## config.mk

```make
export PLATFORM = sky130hd
export DESIGN_NAME = mem_port_arbiter
export DESIGN_NICKNAME = d
export VERILOG_FILES = /design/src/rtl/mem_arb_pkg.sv /design/src/rtl/arb_starve_ctr.sv /design/src/rtl/mem_port_arbiter.sv
export SDC_FILE = /design/constraint.sdc
export NUM_CORES = 1
export LEC_CHECK = 0
export CAP_MARGIN = 10
export CORE_AREA = 2 2 111 113
export DETAILED_ROUTE_END_ITERATION = 6
export DIE_AREA = 0 0 113 115
export PLACE_DENSITY = 0.81
export SKIP_LAST_GASP = 1
export SLEW_MARGIN = 25
export SYNTH_ARGS = -nofsm -noshare
export SYNTH_HDL_FRONTEND = slang
export SYNTH_SLANG_ARGS = --single-unit
```

## constraint.sdc

```tcl
create_clock -name clk -period 2.1 [get_ports clk]
set_clock_uncertainty 0.2 [all_clocks]
set_input_delay 0.42 -clock clk [delete_from_list [all_inputs] [get_ports clk]]
set_output_delay 0.42 -clock clk [all_outputs]
set_load 0.1 [all_outputs]
```

## src/rtl/mem_arb_pkg.sv

```systemverilog
// Shared definitions for the memory port arbiter: FSM state encoding,
// grant port ids and default widths.
package mem_arb_pkg;

    localparam int unsigned ADDR_WIDTH_DEF  = 32;
    localparam int unsigned DATA_WIDTH_DEF  = 32;
    localparam int unsigned MAX_D_BURST_DEF = 4;

    // Port ids used when latching the granted request payload
    localparam logic GRANT_I = 1'b0;
    localparam logic GRANT_D = 1'b1;

    typedef enum logic [2:0] {
        IDLE  = 3'd0,
        REQ_I = 3'd1,
        REQ_D = 3'd2,
        RSP_I = 3'd3,
        RSP_D = 3'd4
    } arb_state_e;

endpackage

```

## src/rtl/arb_starve_ctr.sv

```systemverilog
// Saturating counter of consecutive data grants made while a fetch waits.
// Ports:
//   clk, reset_n  clock / async active-low reset
//   i_inc         count one data grant (saturates at MAX)
//   i_clr         clear to 0 (wins over i_inc)
//   o_sat         registered flag: count == MAX
module arb_starve_ctr #(
    parameter int unsigned MAX = 4
) (
    input  logic clk,
    input  logic reset_n,
    input  logic i_inc,
    input  logic i_clr,
    output logic o_sat
);

    localparam int unsigned CW = $clog2(MAX + 1);

    logic [CW-1:0] r_cnt;
    logic [CW-1:0] w_cnt_nxt;
    logic          r_sat;

    // Next count: clear dominates, increment stops at MAX
    always_comb begin
        w_cnt_nxt = r_cnt;
        if (i_clr) begin
            w_cnt_nxt = '0;
        end else if (i_inc && (r_cnt != CW'(MAX))) begin
            w_cnt_nxt = r_cnt + CW'(1);
        end
    end

    always_ff @(posedge clk or negedge reset_n) begin
        if (!reset_n) begin
            r_cnt <= '0;
            r_sat <= 1'b0;
        end else begin
            r_cnt <= w_cnt_nxt;
            r_sat <= (w_cnt_nxt == CW'(MAX));
        end
    end

    assign o_sat = r_sat;

endmodule

```

## src/rtl/mem_port_arbiter.sv

```systemverilog
// Arbitrates a single-port memory between the core's fetch port (read-only)
// and its load/store port. One transaction in flight; data has priority,
// a starvation counter forces a fetch grant after MAX_D_BURST data grants.
// Ports:
//   clk, reset_n                      clock / async active-low reset
//   if_req/if_addr/if_flush           fetch request, branch flush
//   if_ready/if_rvalid/if_rdata       fetch accept and response
//   d_req/d_we/d_addr/d_wdata/d_be    data request
//   d_ready/d_rvalid/d_rdata          data accept and response
//   m_req/m_we/m_addr/m_wdata/m_be    memory request (held until m_ready)
//   m_ready/m_rvalid/m_rdata          memory accept and response
//   arb_busy                          state != IDLE
//   perf_if_wait/perf_d_wait/perf_grants  only with MEM_ARB_PERF_EN defined
module mem_port_arbiter
    import mem_arb_pkg::*;
#(
    parameter int unsigned ADDR_WIDTH  = ADDR_WIDTH_DEF,
    parameter int unsigned DATA_WIDTH  = DATA_WIDTH_DEF,
    parameter int unsigned MAX_D_BURST = MAX_D_BURST_DEF
) (
    input  logic                    clk,
    input  logic                    reset_n,
    input  logic                    if_req,
    input  logic [ADDR_WIDTH-1:0]   if_addr,
    input  logic                    if_flush,
    output logic                    if_ready,
    output logic                    if_rvalid,
    output logic [DATA_WIDTH-1:0]   if_rdata,
    input  logic                    d_req,
    input  logic                    d_we,
    input  logic [ADDR_WIDTH-1:0]   d_addr,
    input  logic [DATA_WIDTH-1:0]   d_wdata,
    input  logic [DATA_WIDTH/8-1:0] d_be,
    output logic                    d_ready,
    output logic                    d_rvalid,
    output logic [DATA_WIDTH-1:0]   d_rdata,
    output logic                    m_req,
    output logic                    m_we,
    output logic [ADDR_WIDTH-1:0]   m_addr,
    output logic [DATA_WIDTH-1:0]   m_wdata,
    output logic [DATA_WIDTH/8-1:0] m_be,
    input  logic                    m_ready,
    input  logic                    m_rvalid,
    input  logic [DATA_WIDTH-1:0]   m_rdata,
    output logic                    arb_busy
`ifdef MEM_ARB_PERF_EN
    ,
    output logic [31:0]             perf_if_wait,
    output logic [31:0]             perf_d_wait,
    output logic [31:0]             perf_grants
`endif
);

    arb_state_e r_state;
    arb_state_e w_state_nxt;

    logic                    r_we;
    logic [ADDR_WIDTH-1:0]   r_addr;
    logic [DATA_WIDTH-1:0]   r_wdata;
    logic [DATA_WIDTH/8-1:0] r_be;
    logic                    r_drop;

    logic w_arb_slot;
    logic w_gnt_d;
    logic w_gnt_i;
    logic w_grant;
    logic w_gnt_port;
    logic w_starve_sat;
    logic w_in_req;
    logic w_rsp_i_done;

    // Arbitration happens in IDLE or on the response of the current transaction
    assign w_arb_slot   = (r_state == IDLE) ||
                          (((r_state == RSP_I) || (r_state == RSP_D)) && m_rvalid);
    assign w_gnt_d      = d_req && !(if_req && w_starve_sat);
    assign w_gnt_i      = if_req && !w_gnt_d;
    assign w_grant      = w_arb_slot && (w_gnt_d || w_gnt_i);
    assign w_gnt_port   = w_gnt_d ? GRANT_D : GRANT_I;
    assign w_in_req     = (r_state == REQ_I) || (r_state == REQ_D);
    assign w_rsp_i_done = (r_state == RSP_I) && m_rvalid;

    arb_starve_ctr #(
        .MAX (MAX_D_BURST)
    ) u_starve_ctr (
        .clk     (clk),
        .reset_n (reset_n),
        .i_inc   (w_grant && w_gnt_d && if_req),
        .i_clr   (w_grant && (w_gnt_i || !if_req)),
        .o_sat   (w_starve_sat)
    );

    // State register
    always_ff @(posedge clk or negedge reset_n) begin
        if (!reset_n) begin
            r_state <= IDLE;
        end else begin
            r_state <= w_state_nxt;
        end
    end

    // Next-state: response cycles re-arbitrate directly, no IDLE bubble
    always_comb begin
        w_state_nxt = r_state;
        if (w_arb_slot) begin
            if (w_gnt_d) begin
                w_state_nxt = REQ_D;
            end else if (w_gnt_i) begin
                w_state_nxt = REQ_I;
            end else begin
                w_state_nxt = IDLE;
            end
        end else begin
            case (r_state)
                REQ_I:   if (m_ready) w_state_nxt = RSP_I;
                REQ_D:   if (m_ready) w_state_nxt = RSP_D;
                default: w_state_nxt = r_state;
            endcase
        end
    end

    // Payload captured at grant so m_* stay stable even if the requester misbehaves
    always_ff @(posedge clk or negedge reset_n) begin
        if (!reset_n) begin
            r_we    <= 1'b0;
            r_addr  <= '0;
            r_wdata <= '0;
            r_be    <= '0;
        end else if (w_grant) begin
            if (w_gnt_port == GRANT_D) begin
                r_we    <= d_we;
                r_addr  <= d_addr;
                r_wdata <= d_we ? d_wdata : '0;
                r_be    <= d_we ? d_be : '0;
            end else begin
                r_we    <= 1'b0;
                r_addr  <= if_addr;
                r_wdata <= '0;
                r_be    <= '0;
            end
        end
    end

    // Drop flag: a flushed fetch still completes in memory but its data is discarded
    always_ff @(posedge clk or negedge reset_n) begin
        if (!reset_n) begin
            r_drop <= 1'b0;
        end else if (w_rsp_i_done) begin
            r_drop <= 1'b0;
        end else if (if_flush && ((r_state == REQ_I) || (r_state == RSP_I))) begin
            r_drop <= 1'b1;
        end
    end

    assign m_req     = w_in_req;
    assign m_we      = w_in_req && r_we;
    assign m_addr    = w_in_req ? r_addr : '0;
    assign m_wdata   = w_in_req ? r_wdata : '0;
    assign m_be      = w_in_req ? r_be : '0;

    assign if_ready  = (r_state == REQ_I) && m_ready;
    assign d_ready   = (r_state == REQ_D) && m_ready;

    // A flush arriving with the response also discards it
    assign if_rvalid = w_rsp_i_done && !r_drop && !if_flush;
    assign if_rdata  = if_rvalid ? m_rdata : '0;
    assign d_rvalid  = (r_state == RSP_D) && m_rvalid;
    assign d_rdata   = (d_rvalid && !r_we) ? m_rdata : '0;

    assign arb_busy  = (r_state != IDLE);

`ifdef MEM_ARB_PERF_EN
    logic [31:0] r_perf_if_wait;
    logic [31:0] r_perf_d_wait;
    logic [31:0] r_perf_grants;

    // Free-running wait/grant counters, wrap naturally at 2^32
    always_ff @(posedge clk or negedge reset_n) begin
        if (!reset_n) begin
            r_perf_if_wait <= '0;
            r_perf_d_wait  <= '0;
            r_perf_grants  <= '0;
        end else begin
            if (if_req && !if_ready) r_perf_if_wait <= r_perf_if_wait + 32'd1;
            if (d_req && !d_ready)   r_perf_d_wait  <= r_perf_d_wait + 32'd1;
            if (m_req && m_ready)    r_perf_grants  <= r_perf_grants + 32'd1;
        end
    end

    assign perf_if_wait = r_perf_if_wait;
    assign perf_d_wait  = r_perf_d_wait;
    assign perf_grants  = r_perf_grants;
`endif

    // Requesters must hold their request until accepted (a flushed fetch may withdraw)
    always @(posedge clk) begin
        if (reset_n && (r_state == REQ_D)) begin
            assert (d_req);
        end
        if (reset_n && (r_state == REQ_I) && !r_drop && !if_flush) begin
            assert (if_req);
        end
    end

endmodule
```

* Yosys cells after proc, flatten, opt, wreduce, memory -nomap -nowiden
Cells that the tools add are included.
** Operators by class
- Add/subtract/negate cells :: 1
- Eq/ne operators :: 8
- Mux-type cells :: 22
- Reductions and logical operators :: 35
** Operator list (count)
- 32-bit 2-to-1 mux :: 7
- 1-bit logical AND :: 18
- 3-bit 2-to-1 mux :: 5
- 4-bit 2-to-1 mux :: 3
- 3-bit != test (second input constant) :: 3
- 3-bit by 2-bit equality test with 1-bit output (second input constant) :: 2
- 3-bit equality test (second input constant) :: 2
- 1-bit zero test :: 6
- 1-bit logical OR :: 6
- 3-bit case mux with 2 select lines :: 1
- 3-bit nonzero test :: 2
- 1-bit 2-to-1 mux :: 5
- 3-bit by 1-bit adder with 3-bit output (second input constant) :: 1
- 3-bit by 1-bit equality test with 1-bit output (second input constant) :: 1
- 3-bit zero test :: 1
- 3-bit AND reduction :: 1
- 2-bit 2-to-1 mux :: 1
- 2-bit nonzero test :: 1
** Storage, ports and cells
- Register bits :: 77
- Input port bits :: 140
- Output and inout bits :: 139
- Logic and storage cells :: 74

* Depth between registers and ports, before layout
Gate-level depths: netlist (run 1).
- Depth in word-level cells :: 13
- Depth in mapped cells :: 7

* Modules after synthesis
A second synthesis (run 1) with hierarchy kept.
** Second synthesis, totals
- Cells, all modules :: 401
- Area, all modules :: 4190.3 um^2
** By module, submodules not included
- mem_port_arbiter :: times used 1, cells each 382, area an instance 3970.1 um^2, sequential area each 1826.8 um^2
- arb_starve_ctr :: times used 1, cells each 19, area an instance 220.2 um^2, sequential area each 100.1 um^2

* Worst setup path after synthesis (run 1)
Ideal clock, no wire load.
- Kind :: register to output
- Start :: reg r_state[0]
- End :: out m_be[0]
- Arrival :: 2873 ps
- Setup slack :: -1393 ps
- Cell stages (with the launch flop) :: 6
- Path buffers :: 2
- Cell sequence :: dfrtp_1 -> buf_2 -> nand2b_1 -> a21oi_1 -> clkbuf_1 -> and2_1
** On the way
- Cells in the longest elaborated chain, start to end :: 3
** Ends and longest elaborated chain
- from (decl) :: line mem_port_arbiter.sv:54 : arb_state_e r_state;
- from (signal assigned) :: line mem_port_arbiter.sv:97 : r_state <= w_state_nxt;
- 3-bit by 1-bit equality test with 1-bit output / 3-bit by 2-bit equality test with 1-bit output (equally long branches) :: line mem_port_arbiter.sv:79 : assign w_in_req = (r_state == REQ_I) || (r_state == REQ_D);
- 1-bit logical OR * :: line mem_port_arbiter.sv:79
- net m_req :: line mem_port_arbiter.sv:37 : output logic m_req,
- 4-bit 2-to-1 mux * :: line mem_port_arbiter.sv:158 : assign m_be = w_in_req ? r_be : '0;
- to (decl) :: line mem_port_arbiter.sv:41 : output logic [DATA_WIDTH/8-1:0] m_be,
Mark *: on every way through the listed nets, which the timed path passes. The rest lies on a longest branch.

* Final worst setup path (run 1)
- Start :: reg r_state[2]
- End :: out if_rdata[19]
** On the way
- Cells in the longest elaborated chain, start to end :: 5
** Ends and longest elaborated chain
- 3-bit by 2-bit equality test with 1-bit output :: line mem_port_arbiter.sv:80 : assign w_rsp_i_done = (r_state == RSP_I) && m_rvalid;
- 1-bit logical AND :: line mem_port_arbiter.sv:80
- 1-bit logical AND (2 in a row) :: line mem_port_arbiter.sv:164 : assign if_rvalid = w_rsp_i_done && !r_drop && !if_flush;
- 32-bit 2-to-1 mux :: line mem_port_arbiter.sv:165 : assign if_rdata = if_rvalid ? m_rdata : '0;
- to (decl) :: line mem_port_arbiter.sv:28 : output logic [DATA_WIDTH-1:0] if_rdata,
No other way between the ends.

==> impl_metrics.yaml, run 1 <==
outcome:
  status: "complete, but fails checks"
  violations: "design-rule violations, negative setup slack"
die:
  die_h_um: 115
  start_util: 0.3600
  ioPinCount: 279
  dieArea_sq_um: 13000
  rows: 40
  core_sq_um: 11810
  die_x_um: 113
power_and_ir_drop:
  pwr_density_cell_nw_per_um2: 1509
  p_total_mw: 15.53
  static-leakage-power_nw: 4.531
  peakVddDrop_v: 0.001132
critical_path:
  critPathMaxStageDelay_ns: 0.43
  cp-start-kind: "register"
  worstPathArrival_ns: 2.09
  crit_path_end_kind: "output port"
  path_max_fanout: 16
  cp_data_required_time_ns: 1.48
  crit_slowest_cell: "dfrtp_2"
  critPathKind: "reg2out"
  critPathMostFrequentCell: "buf_12"
  crit_path_cell_trace: "inv_2, nand4_1, nor3_4, buf_12, buf_16, and2_4, buf_12"
global_routing:
  overflow: 0
  grt_max_degree: 78
  grt_antenna_before_repair: 1
  grt_pass1_wl_um: 26910
  grt_pass1_vias: 4855
  track_usage: 0.2662
timing:
  totalNegativeSetupSlack_ns: -68.65
  hold_violations: 0
  max-slew-margin-rel: 0.5283
  timing.fmax_mhz: 369.0
  fin_crit_ns: 2.710
  report.final.slew_viol_count: 0
  setup-violations-final: 199
  min_period_over_period: 1.290
  layout_setup_ws_ns: -0.6098
  tightestPinTransition_ns: 0.7058
  rsz0062_at_grt: "true"
finish:
  syn_to_final_growth_pct: 142.1
  final_layout_size_suffix_gt1_frac: 0.4955
  design_area_sq_um: 10290
  final_core_util: 0.8713
  nets: 908
yosys:
  netlist_top_cells_area: "dfrtp_1, and2_1, o21ai_0, mux2i_1, a22o_1"
  async_reset_ff_frac: 1.000
  syn_area_sq_um: 4252
  ys.flop_type: "dfrtp_1"
  syn_nets: 582
  synth.distinct_cells: 38
  synth_top_area_share: 0.4532
  synth-xor-area-share: 0
  synth_mux_area_frac: 0.07534
  synth_cells: 440
  ys_ff_latch: 77
  synthAdderAreaFrac: 0.005886
  synth-edff-count: 0
  synth-compound-area-share: 0.1819
  ys_seq_area_frac: 0.4532
  ys_warn_count: 0
  avgSynthCellArea_sq_um: 9.663
  synth_top_family_by_area: "simple AND/OR/NAND/NOR gates"
  synth-simple-area-share: 0.2419
  synth_top_cell_by_area: "dfrtp_1"
clocking:
  clk_path_buf_depth: 2
  htreeDepth: 3
  clock-sinks: 77
  clk_pin_slew_ns: 0.06
  clk-insertion-delay-late_ns: 0.33
  cts_made_buffers: 9
  root_buffer: "clkbuf_16"
  cts_tree: "built"
route:
  drtPass1Iterations: 7
  antenna_left: 0
  avgRoutedWirePerCell_um: 24.48
  routed_wl_um: 22500
  via_per_inst: 5.489
  vias: 5044
  drc: 19
  drt-initial-drc-count: 379
placed_design:
  placed_cell_area_sq_um: 9188
  gp_congestion: 1.019
  post-dp-hpwl_um: 12520
  port_buffers: 278
  dp_slack_ns: -0.5411
hold_path:
  worstHoldPathType: "reg2reg"
job:
  drv_cap: 0
## where the power goes
group | switching [mW] | internal (mW) | total (mW)
Combinational | 6.47 | 4.75 | 11.2
Clock | 0.634 | 0.946 | 1.58
Sequential | 0.526 | 2.21 | 2.73
Total | 7.63 | 7.91 | 15.5
## state kept, by name, summed over array words and instances (netlist names)
name and flops:
r_wdata 32, r_be 4, r_addr 32, r_drop 1, r_state 3, u_starve_ctr.o_sat 1
u_starve_ctr.r_cnt 3, r_we 1
## layout by cell type (no fill, tap or decap), types with 2 or more instances in the layout
master / instances
a21oi_1: 4
a21oi_4: 2
a22o_1: 36
and2_4: 133
and3_4: 2
buf_12: 150
buf_4: 27
buf_6: 14
buf_8: 3
clkbuf_16: 26
clkdlybuf4s50_1: 137
clkinv_2: 4
dfrtp_1: 74
dfrtp_2: 3
ha_1: 2
inv_1: 2
mux2i_1: 32
nand2_1: 4
nand2b_1: 4
nand2b_4: 3
nand3_1: 3
nor2_1: 3
nor2_4: 4
nor2b_1: 2
o21ai_0: 62
o21ai_1: 6
o21ai_4: 2
## critical path: cells and delay by family (launching register included)
kind                   cells  cell delay [ns]
and+or+nand+nor            3             0.76
buffers and inverters      4             0.56
DFF                        1             0.43
## layout make-up
type	count	area [sq um]
Clock buffer	11	242.7
Timing Repair Buffer	351	5251
Sequential cell	77	1931
Fill cell	515	1520
Multi-Input combinational cell	324	2619
Antenna cell	1	2.502
Tap cell	147	183.9
Inverter	3	11.26
Clock inverter	5	50.05
## Yosys cell counts (all sizes together) (2+ instances only)
master  instances
nand3           3
nor2            7
nand2b          7
clkbuf         24
ha              2
nand2           4
a21o            2
inv             3
a21oi           6
a22o           36
dfrtp          77
and3            2
nor3            2
a21boi          2
buf            13
o21ai          69
and2          134
mux2i          32
nor2b           2
## per-layer routing
layer / part of all wire / wire, um / GRT usage / vias to the layer above
met5: 0 / 0 / 0 / -
met4: 0.052 / 1180 / 0.1098 / 0
met3: 0.062 / 1386 / 0.05271 / 69
met2: 0.54 / 12040 / 0.5078 / 318
met1: 0.35 / 7895 / 0.2876 / 2484
li1: - / - / - / 2173
## worst paths after layout
kind,slack (ns),endpoint,depth (start not counted),from
worst max register to register,-0.20,r_wdata[22],8,r_state[1]
worst max-delay path,-0.61,if_rdata[19],7,r_state[2]
max in group asynchronous,0.85,r_state[1],3,reset_n
worst min register to register,0.31,r_be[2],1,r_be[2]
min in group asynchronous,0.43,r_wdata[26],3,reset_n
worst min-delay path,0.31,r_be[2],1,r_be[2]
## cells by family after synthesis
logic type | count (synthesis)
fa+ha+maj | 2
simple gates | 168
mux | 32
flops | 77
compound gates | 121
buf+inv | 40
## metrics by stage
stage / hold WS [ns] / std cells
6_report: 0.3077 / 919
5_1_grt: 0.3232 / 919
4_1_cts: 0.3091 / 889
3_5_place_dp: 0.2738 / 859
3_3_place_gp: 0.2702 / 859
2_1_floorplan: -0.07559 / 440
## timing repair
item                                   CTS  global route
pin swaps                                7             7
hold buffers                             1             0
endpoints found under the hold margin   77             0
setup buffers                            9             9
cloned                                   4            24
resized for setup                       12            32
setup endpoints to repair              149           183
No activity file was read; power rests on OpenSTA's default activity.
==> run 2: changes to the inputs <==
Settings changed: CAP_MARGIN 10 to 0, CTS_BUF_LIST set to sky130_fd_sc_hd__clkbuf_8.
==> run 2 against run 1 <==
  * The run still ends with design-rule violations, negative setup slack left
  * Sequential power shrank 1%
  * Register-to-register slack gained 0.07 ns
  * Sequential cell count is the same
  * Fmax grew 6.2%
  * Routed wire length shrank 14%
  * Via count shrank 4.6%
  * First-iteration DRC count grew 0.26%
  * Global-route usage grew 0.11 points
  * Sequential share of layout area grew 0.89 points
  * Largest power group unchanged
==> impl_metrics.yaml, run 2 (synthesized netlist as in run 1, its figures left out) <==
clocking:
  clk_path_buf_depth: 2
  htreeDepth: 3
  clk-insertion-delay-late_ns: 0.36
  clock-sinks: 77
  clk_pin_slew_ns: 0.08
  cts_tree: "built"
  cts_made_buffers: 9
  root_buffer: "clkbuf_8"
power_and_ir_drop:
  static-leakage-power_nw: 4.318
  p_clk_frac: 0.078
  pwr_density_cell_nw_per_um2: 1456
  intPower_mw: 7.112
  p_total_mw: 14.31
  pwr-share-seq: 0.188
  peakVddDrop_v: 0.0009152
  switching_share: 0.5028
  comb_power_share: 0.734
  switchingPower_mw: 7.194
finish:
  multi_input_area_sq_um: 2586
  syn_to_final_growth_pct: 131.1
  final_core_util: 0.8320
  final_common_cell: "buf_12"
  nets: 888
  fillerInstances: 605
  final_layout_size_suffix_gt1_frac: 0.4780
  fin_cells: 899
  layout_common_cells: "buf_12, clkdlybuf4s50_1, and2_4"
  reg_top3: "r_addr x32, r_wdata x32, r_be x4"
  regArea_sq_um: 1931
  design_area_sq_um: 9827
timing:
  report.final.slew_viol_count: 0
  tightestPinTransition_ns: 0.6823
  rsz0062_at_grt: "true"
  holdWs_ns: 0.3100
  max-slew-margin-rel: 0.5441
  min_period_over_period: 1.215
  layout_setup_ws_ns: -0.4519
  setup-violations-final: 177
  timing.fmax_mhz: 391.9
  hold_violations: 0
  fin_crit_ns: 2.552
critical_path:
  worstPathArrival_ns: 1.93
  cp_data_required_time_ns: 1.48
  path_max_fanout: 10
  crit_path_cell_trace: "buf_4, nand2b_4, a21oi_4, buf_12, clkbuf_16, and2_4, buf_12"
  reg2reg_depth: 7
  critPathMaxStageDelay_ns: 0.45
  crit_slowest_cell: "dfrtp_2"
  crit_path_end_kind: "output port"
  critPathMostFrequentCell: "buf_12"
  critPathKind: "reg2out"
  cp-start-kind: "register"
die:
  core_sq_um: 11810
  die_h_um: 115
  die_x_um: 113
  ioPinCount: 279
  rows: 40
  start_util: 0.3600
  dieArea_sq_um: 13000
route:
  antenna_left: 0
  avgRoutedWirePerCell_um: 21.62
  met1Wirelength_um: 6668
  top_layer: "met4"
  wl_met2_um: 10570
  met3_length_um: 1417
  drc: 20
  routed_wl_um: 19430
  via_per_inst: 5.352
  vias: 4811
  drtPass1Iterations: 7
  drt-initial-drc-count: 380
global_routing:
  overflow: 0
  grt_pass1_wl_um: 26900
  track_usage: 0.2673
  grt_pass1_vias: 4842
  grt_max_degree: 78
  grt_antenna_before_repair: 1
placed_design:
  port_buffers: 278
  post-dp-hpwl_um: 12520
  gp_congestion: 1.019
  placed_cell_area_sq_um: 9188
  dp.cells: 859
outcome:
  violations: "design-rule violations, negative setup slack"
  status: "complete, but fails checks"
job:
  drv_cap: 0
hold_path:
  worstHoldPathType: "reg2reg"
  holdPathStages: 1
## run 2: cell types whose count changed in the layout (fill, tap and decap cells not counted), moves of 2 or more
cell / delta
and2_2: +2
and2_4: -2
buf_12: -2
buf_16: +3
buf_6: -8
clkbuf_16: -20
clkbuf_8: +9
o21ai_0: +3
o21ai_1: -3
## run 2: worst paths after layout
path	slack (ns)	end	from
worst max-delay path	-0.45	m_wdata[23]	r_state[1]
worst min-delay path	0.31	r_wdata[27]	r_wdata[27]
worst max register to register	-0.13	r_wdata[26]	r_state[1]
worst min register to register	0.31	r_wdata[27]	r_wdata[27]
max in group asynchronous	0.95	r_state[0]	reset_n
min in group asynchronous	0.41	r_wdata[28]	reset_n
## run 2: power groups by stage
| stage | clock [mW] | sequential (mW) | combinational [mW] |
|---|---|---|---|
| final | 1.12 | 2.69 | 10.5 |
| after global routing | 1.21 | 2.76 | 10.8 |
| after CTS | 1.13 | 2.65 | 9.96 |
| after detailed placement | 0 | 2.65 | 9.52 |
| after global placement | 0 | 2.59 | 9.33 |
| after floorplan | 0 | 2.51 | 6.27 |
## run 2: critical path, delay by kind of cell, from the launching register on
family | cells | cell delay [ns]
flip-flops | 1 | 0.45
AND/OR/NAND/NOR | 2 | 0.24
buffers and inverters | 4 | 0.70
AO/OA/AOI/OAI | 1 | 0.17
## run 2: area by class of cell
class / count / area share
inverters: 3 / 0.001146
diodes: 1 / 0.0002546
flip-flops and latches: 77 / 0.1965
clock buffers: 10 / 0.01401
multi-input cells: 323 / 0.2632
clock inverters: 6 / 0.005475
repair buffers: 332 / 0.5008
well taps: 147 / 0.01872
## run 2: per-layer routing
layer,global-route usage,vias up
met5,0,-
met4,0.1146,0
met3,0.05219,50
met2,0.5006,277
met1,0.2952,2354
li1,-,2130
## run 2: what timing repair did
item	in CTS	in global routing
buffers inserted	8	7
resized for setup	19	11
pin swaps	6	6
endpoints found under the hold margin	77	0
hold buffers	1	0
gates cloned	4	7
endpoints found under the setup margin	142	141
## run 2: per-stage QoR
stage / worst slack (ns) / TNS, ns
detailed placement: -0.5411 / -44.54
finish: -0.4519 / -56.83
floorplan: -0.2440 / -16.43
global route: -0.4924 / -66.33
CTS: -0.3961 / -46.74
global placement: -0.4278 / -39.74
==> edit 1, RTL diff (config.mk and constraints of run 1) <==
Encoding of `arb_state_e`: now Gray code (3 bits for 5 states).
--- a/src/rtl/mem_arb_pkg.sv
+++ b/src/rtl/mem_arb_pkg.sv
@@ -12,9 +12,9 @@
 
     typedef enum logic [2:0] {
-        IDLE  = 3'd0,
-        REQ_I = 3'd1,
-        REQ_D = 3'd2,
-        RSP_I = 3'd3,
-        RSP_D = 3'd4
+        IDLE  = 3'b000,
+        REQ_I = 3'b001,
+        REQ_D = 3'b011,
+        RSP_I = 3'b010,
+        RSP_D = 3'b110
     } arb_state_e;
 
Check against the original RTL: same outputs for any inputs over 10 cycles, from zero or initial values and one cycle with reset_n low; not proved beyond that.
==> edit 1 against run 1 <==
The flow still finishes with violations (DRC, setup timing); sequential cell count unchanged; area after synthesis fell by 0.88%; routed wire length fell by 18%; total power increased by 3.3%; combinational power up 4%; final area down 2.4%; setup slack improved by 0.12 ns; first-iteration DRC count shrank 7.7%; largest cell class unchanged.
==> edit 1: results (changes against run 1) <==
[metrics] remaining routing DRC violations: 19 (unchanged)
[metrics] static leakage: 4.414 nW (was 4.531 nW)
[metrics] worst path arrival time: 1.97 ns (was 2.09 ns)
[metrics] Min Hold Slack: 0.3007 ns (was 0.3077 ns)
[metrics] net switching power figure: 7.928 mW (was 7.627 mW)
[metrics] total track usage: 0.2637 (was 0.2662)
[metrics] met3 track demand over resource in global routing: 0.06273 (was 0.05271)
[metrics] half-perimeter wire length after placement: 12850 um (was 12520 um)
[metrics] relative max-transition margin: 0.6707 (was 0.5283)
[metrics] violated checks: DRC, setup timing (unchanged)
[metrics] share of layout cells above drive strength 1: 0.4941 (was 0.4955)
[metrics] run status: finished with violations (unchanged)
[metrics] Setup WS post-layout: -0.4899 ns (was -0.6098 ns)
[metrics] worst reg2reg path depth: 7 (was 8)
[metrics] Total Nets Final: 896 (was 908)
[metrics] Finish-stage setup viols: 138 (was 199)
[metrics] post-route insts no fill: 908 (was 919)
[metrics] worst setup path endpoint: if_rdata[0] (was if_rdata[19])
[metrics] post-placement worst setup slack: -0.5008 ns (was -0.5411 ns)
[metrics] crit-path max FO: 23 (was 16)
[metrics] Net Count, Synth: 576 (was 582)
[metrics] highest-delay cell along the critical path: or4_4 (was dfrtp_2)
[metrics] wire per inst: 20.41 um (was 24.48 um)
[metrics] source of the critical timing path: r_state[0] (was r_state[2])
[metrics] first-pass GRT wire length: 26360 um (was 26910 um)
[metrics] adder-cell area share of the yosys netlist: 0.005938 (was 0.005886)
## edit 1: cell types whose count changed in the layout (fill, tap and decap cells not counted), moves of 4 or more
cell	change
and2_2	+21
o21ai_0	-60
o21ai_1	-6
buf_16	+4
nor2_1	+35
buf_6	-5
a21oi_1	+31
clkbuf_16	-13
and2_4	-21
## edit 1: cell type report
cell class | instances | area, um2 | share of cell area
Antenna cell | 2 | 5.005 | 0.0004983
Clock buffer | 10 | 229.0 | 0.02280
Clock inverter | 6 | 87.58 | 0.008721
Inverter | 5 | 21.27 | 0.002118
Multi-Input combinational cell | 317 | 2522 | 0.2512
Sequential cell | 77 | 1928 | 0.1920
Tap cell | 147 | 183.9 | 0.01831
Timing Repair Buffer | 344 | 5066 | 0.5044
## edit 1: timing repair
action,4_1_cts,5_1_grt
pin swaps,1,43
endpoints found under the hold margin,34,0
gates resized for setup,26,46
hold buffers,1,0
gates cloned,8,5
buffers inserted,5,13
endpoints found under the setup margin,140,141
==> edit 2, RTL diff (flow settings as in run 1) <==
Without the edit above. Change the package constant `ADDR_WIDTH_DEF` from 32 to 16.
--- a/src/rtl/mem_arb_pkg.sv
+++ b/src/rtl/mem_arb_pkg.sv
@@ -3,5 +3,5 @@
 package mem_arb_pkg;
 
-    localparam int unsigned ADDR_WIDTH_DEF  = 32;
+    localparam int unsigned ADDR_WIDTH_DEF  = 16;
     localparam int unsigned DATA_WIDTH_DEF  = 32;
     localparam int unsigned MAX_D_BURST_DEF = 4;
Ports: changed (resized d_addr, if_addr and m_addr); port bits go from 279 to 231. No check against the original RTL was run, so the function may have changed too.
==> edit 2 against run 1 <==
The flow still finishes with violations (DRC, setup timing); setup slack better by 0.26 ns; register-to-register slack got worse by 0.15 ns; area after synthesis down 21%; final area fell by 19%; die area stayed put; total power is 26% lower; routed wire length decreased by 36%; fmax grew 10%; sequential cell count shrank 16; critical endpoint is now r_state[1]; largest cell class unchanged.
==> edit 2: results (changes against run 1) <==
[metrics] run status: finished with violations (unchanged)
[metrics] violated checks: DRC, setup timing (unchanged)
[metrics] total track usage: 0.2077 (was 0.2662)
[metrics] multiplexer share of the synthesized area: 0.04739 (was 0.07534)
[metrics] worst reg2reg path depth: 14 (was 8)
[metrics] via count of the first global-routing pass: 3825 (was 4855)
[metrics] Setup WS post-layout: -0.3524 ns (was -0.6098 ns)
[metrics] relative max-transition margin: 0.6785 (was 0.5283)
[metrics] PortBufs: 230 (was 278)
[metrics] synthesized instance count: 351 (was 440)
[metrics] synthesized-area fraction occupied by xor and xnor cells: 0.002592 (was 0)
[metrics] post-synthesis cell type count: 36 (was 38)
[metrics] worst IR drop on VDD: 0.7236 mV (was 1.132 mV)
[metrics] Total Nets Final: 734 (was 908)
[metrics] share of layout cells above drive strength 1: 0.5231 (was 0.4955)
[metrics] WHS Path Cells: 2 (was 1)
[metrics] half-perimeter wire length after placement: 10480 um (was 12520 um)
[metrics] antenna violations before repair: 2 (was 1)
[metrics] post-route insts no fill: 778 (was 919)
[metrics] cells taking the most area after synthesis: dfrtp_1 (45%), and2_1 (22%), a22o_1 (9.3%) (was dfrtp_1 (45%), and2_1 (20%), o21ai_0 (7.7%))
[metrics] Finish-stage setup viols: 121 (was 199)
[metrics] worst min-delay path startpoint: r_addr[11] (was r_be[2])
[metrics] DRT Wirelength: 14480 um (was 22500 um)
[metrics] remaining routing DRC violations: 20 (was 19)
[metrics] DRC marker count from the first detailed-route iteration: 140 (was 379)
[metrics] 1st-pass router iterations: 6 (was 7)
[metrics] Net Count, Synth: 461 (was 582)
==> edit 2: changes by cell type after synthesis, sizes merged, moves of 2 or more <==
cell	change
a21oi	+4
and2	-16
buf	-2
clkbuf	-9
dfrtp	-16
mux2i	-16
nand2	+20
nand2b	-5
nor2	+5
o21ai	-50
o21bai	+2
==> edit 2: area by class of cell <==
type / count / area, um2 / area share
repair buffers: 288 / 4240 / 0.5105
inverters: 4 / 15.01 / 0.001808
well taps: 147 / 183.9 / 0.02215
flip-flops and latches: 61 / 1530 / 0.1842
diodes: 2 / 5.005 / 0.0006026
multi-input cells: 260 / 2059 / 0.2480
clock buffers: 13 / 250.2 / 0.03013
clock inverters: 3 / 21.27 / 0.002561
==> edit 2: cell families after synthesis <==
logic type / after synthesis
flops: 61
fa+ha+maj: 2
buf+inv: 30
xor+xnor: 1
compound gates: 75
mux: 16
simple gates: 166
==> edit 2: report_power, final <==
group / total (mW) / internal [mW] / switching (mW)
clock network: 1.33 / 0.830 / 0.502
logic: 8.26 / 3.54 / 4.72
registers: 1.97 / 1.65 / 0.324
total: 11.6 / 6.02 / 5.55
==> edit 2: per-layer routing <==
| layer | GRT usage | up-vias | routed length, um |
|---|---|---|---|
| li1 | - | 1733 | - |
| met1 | 0.2155 | 1766 | 5097 |
| met2 | 0.3832 | 191 | 7792 |
| met3 | 0.06695 | 29 | 1135 |
| met4 | 0.09350 | 0 | 459 |
| met5 | 0 | - | 0 |
==> edit 2: per-stage QoR <==
step	utilization	hold slack (ns)	cell area, um2	total power, mW
floorplan	-	-0.07559	3796	6.694
global placement	0.6438	0.2410	7604	9.253
detailed placement	0.6438	0.2611	7604	9.417
CTS	0.6870	0.2850	8114	11.18
global route	0.7032	0.3094	8305	12.05
finish	0.7032	0.2825	8305	11.57
==> edit 2: worst max path at each step <==
| stage | startpoint | endpoint | slack (ns) | cells past startpoint |
|---|---|---|---|---|
| final | r_state[2] | r_state[1] | -0.35 | 14 |
| after global routing | r_state[0] | d_rdata[30] | -0.42 | 6 |
| after CTS | r_state[2] | m_addr[15] | -0.35 | 7 |
| after detailed placement | m_rvalid | if_rdata[0] | -0.48 | 6 |
| after global placement | m_rvalid | if_rdata[0] | -0.43 | 6 |
| after floorplan | r_state[1] | d_rdata[0] | -0.26 | 5 |
==> edit 2: timing repair <==
action                                 in CTS  in global routing
gates cloned                                3                  7
hold buffers                                1                  0
endpoints found under the hold margin      61                  0
resized for setup                          12                 11
setup endpoints to repair                 122                123
setup buffers                              16                  5
pin swaps                                   3                  5
==> edit 2: critical path: cells and delay by family (launching register included) <==
family / cells / cell delay, ns
DFF: 1 / 0.42
buffers and inverters: 11 / 1.33
AOI/OAI and AO/OA: 2 / 0.22
and+or+nand+nor: 1 / 0.17
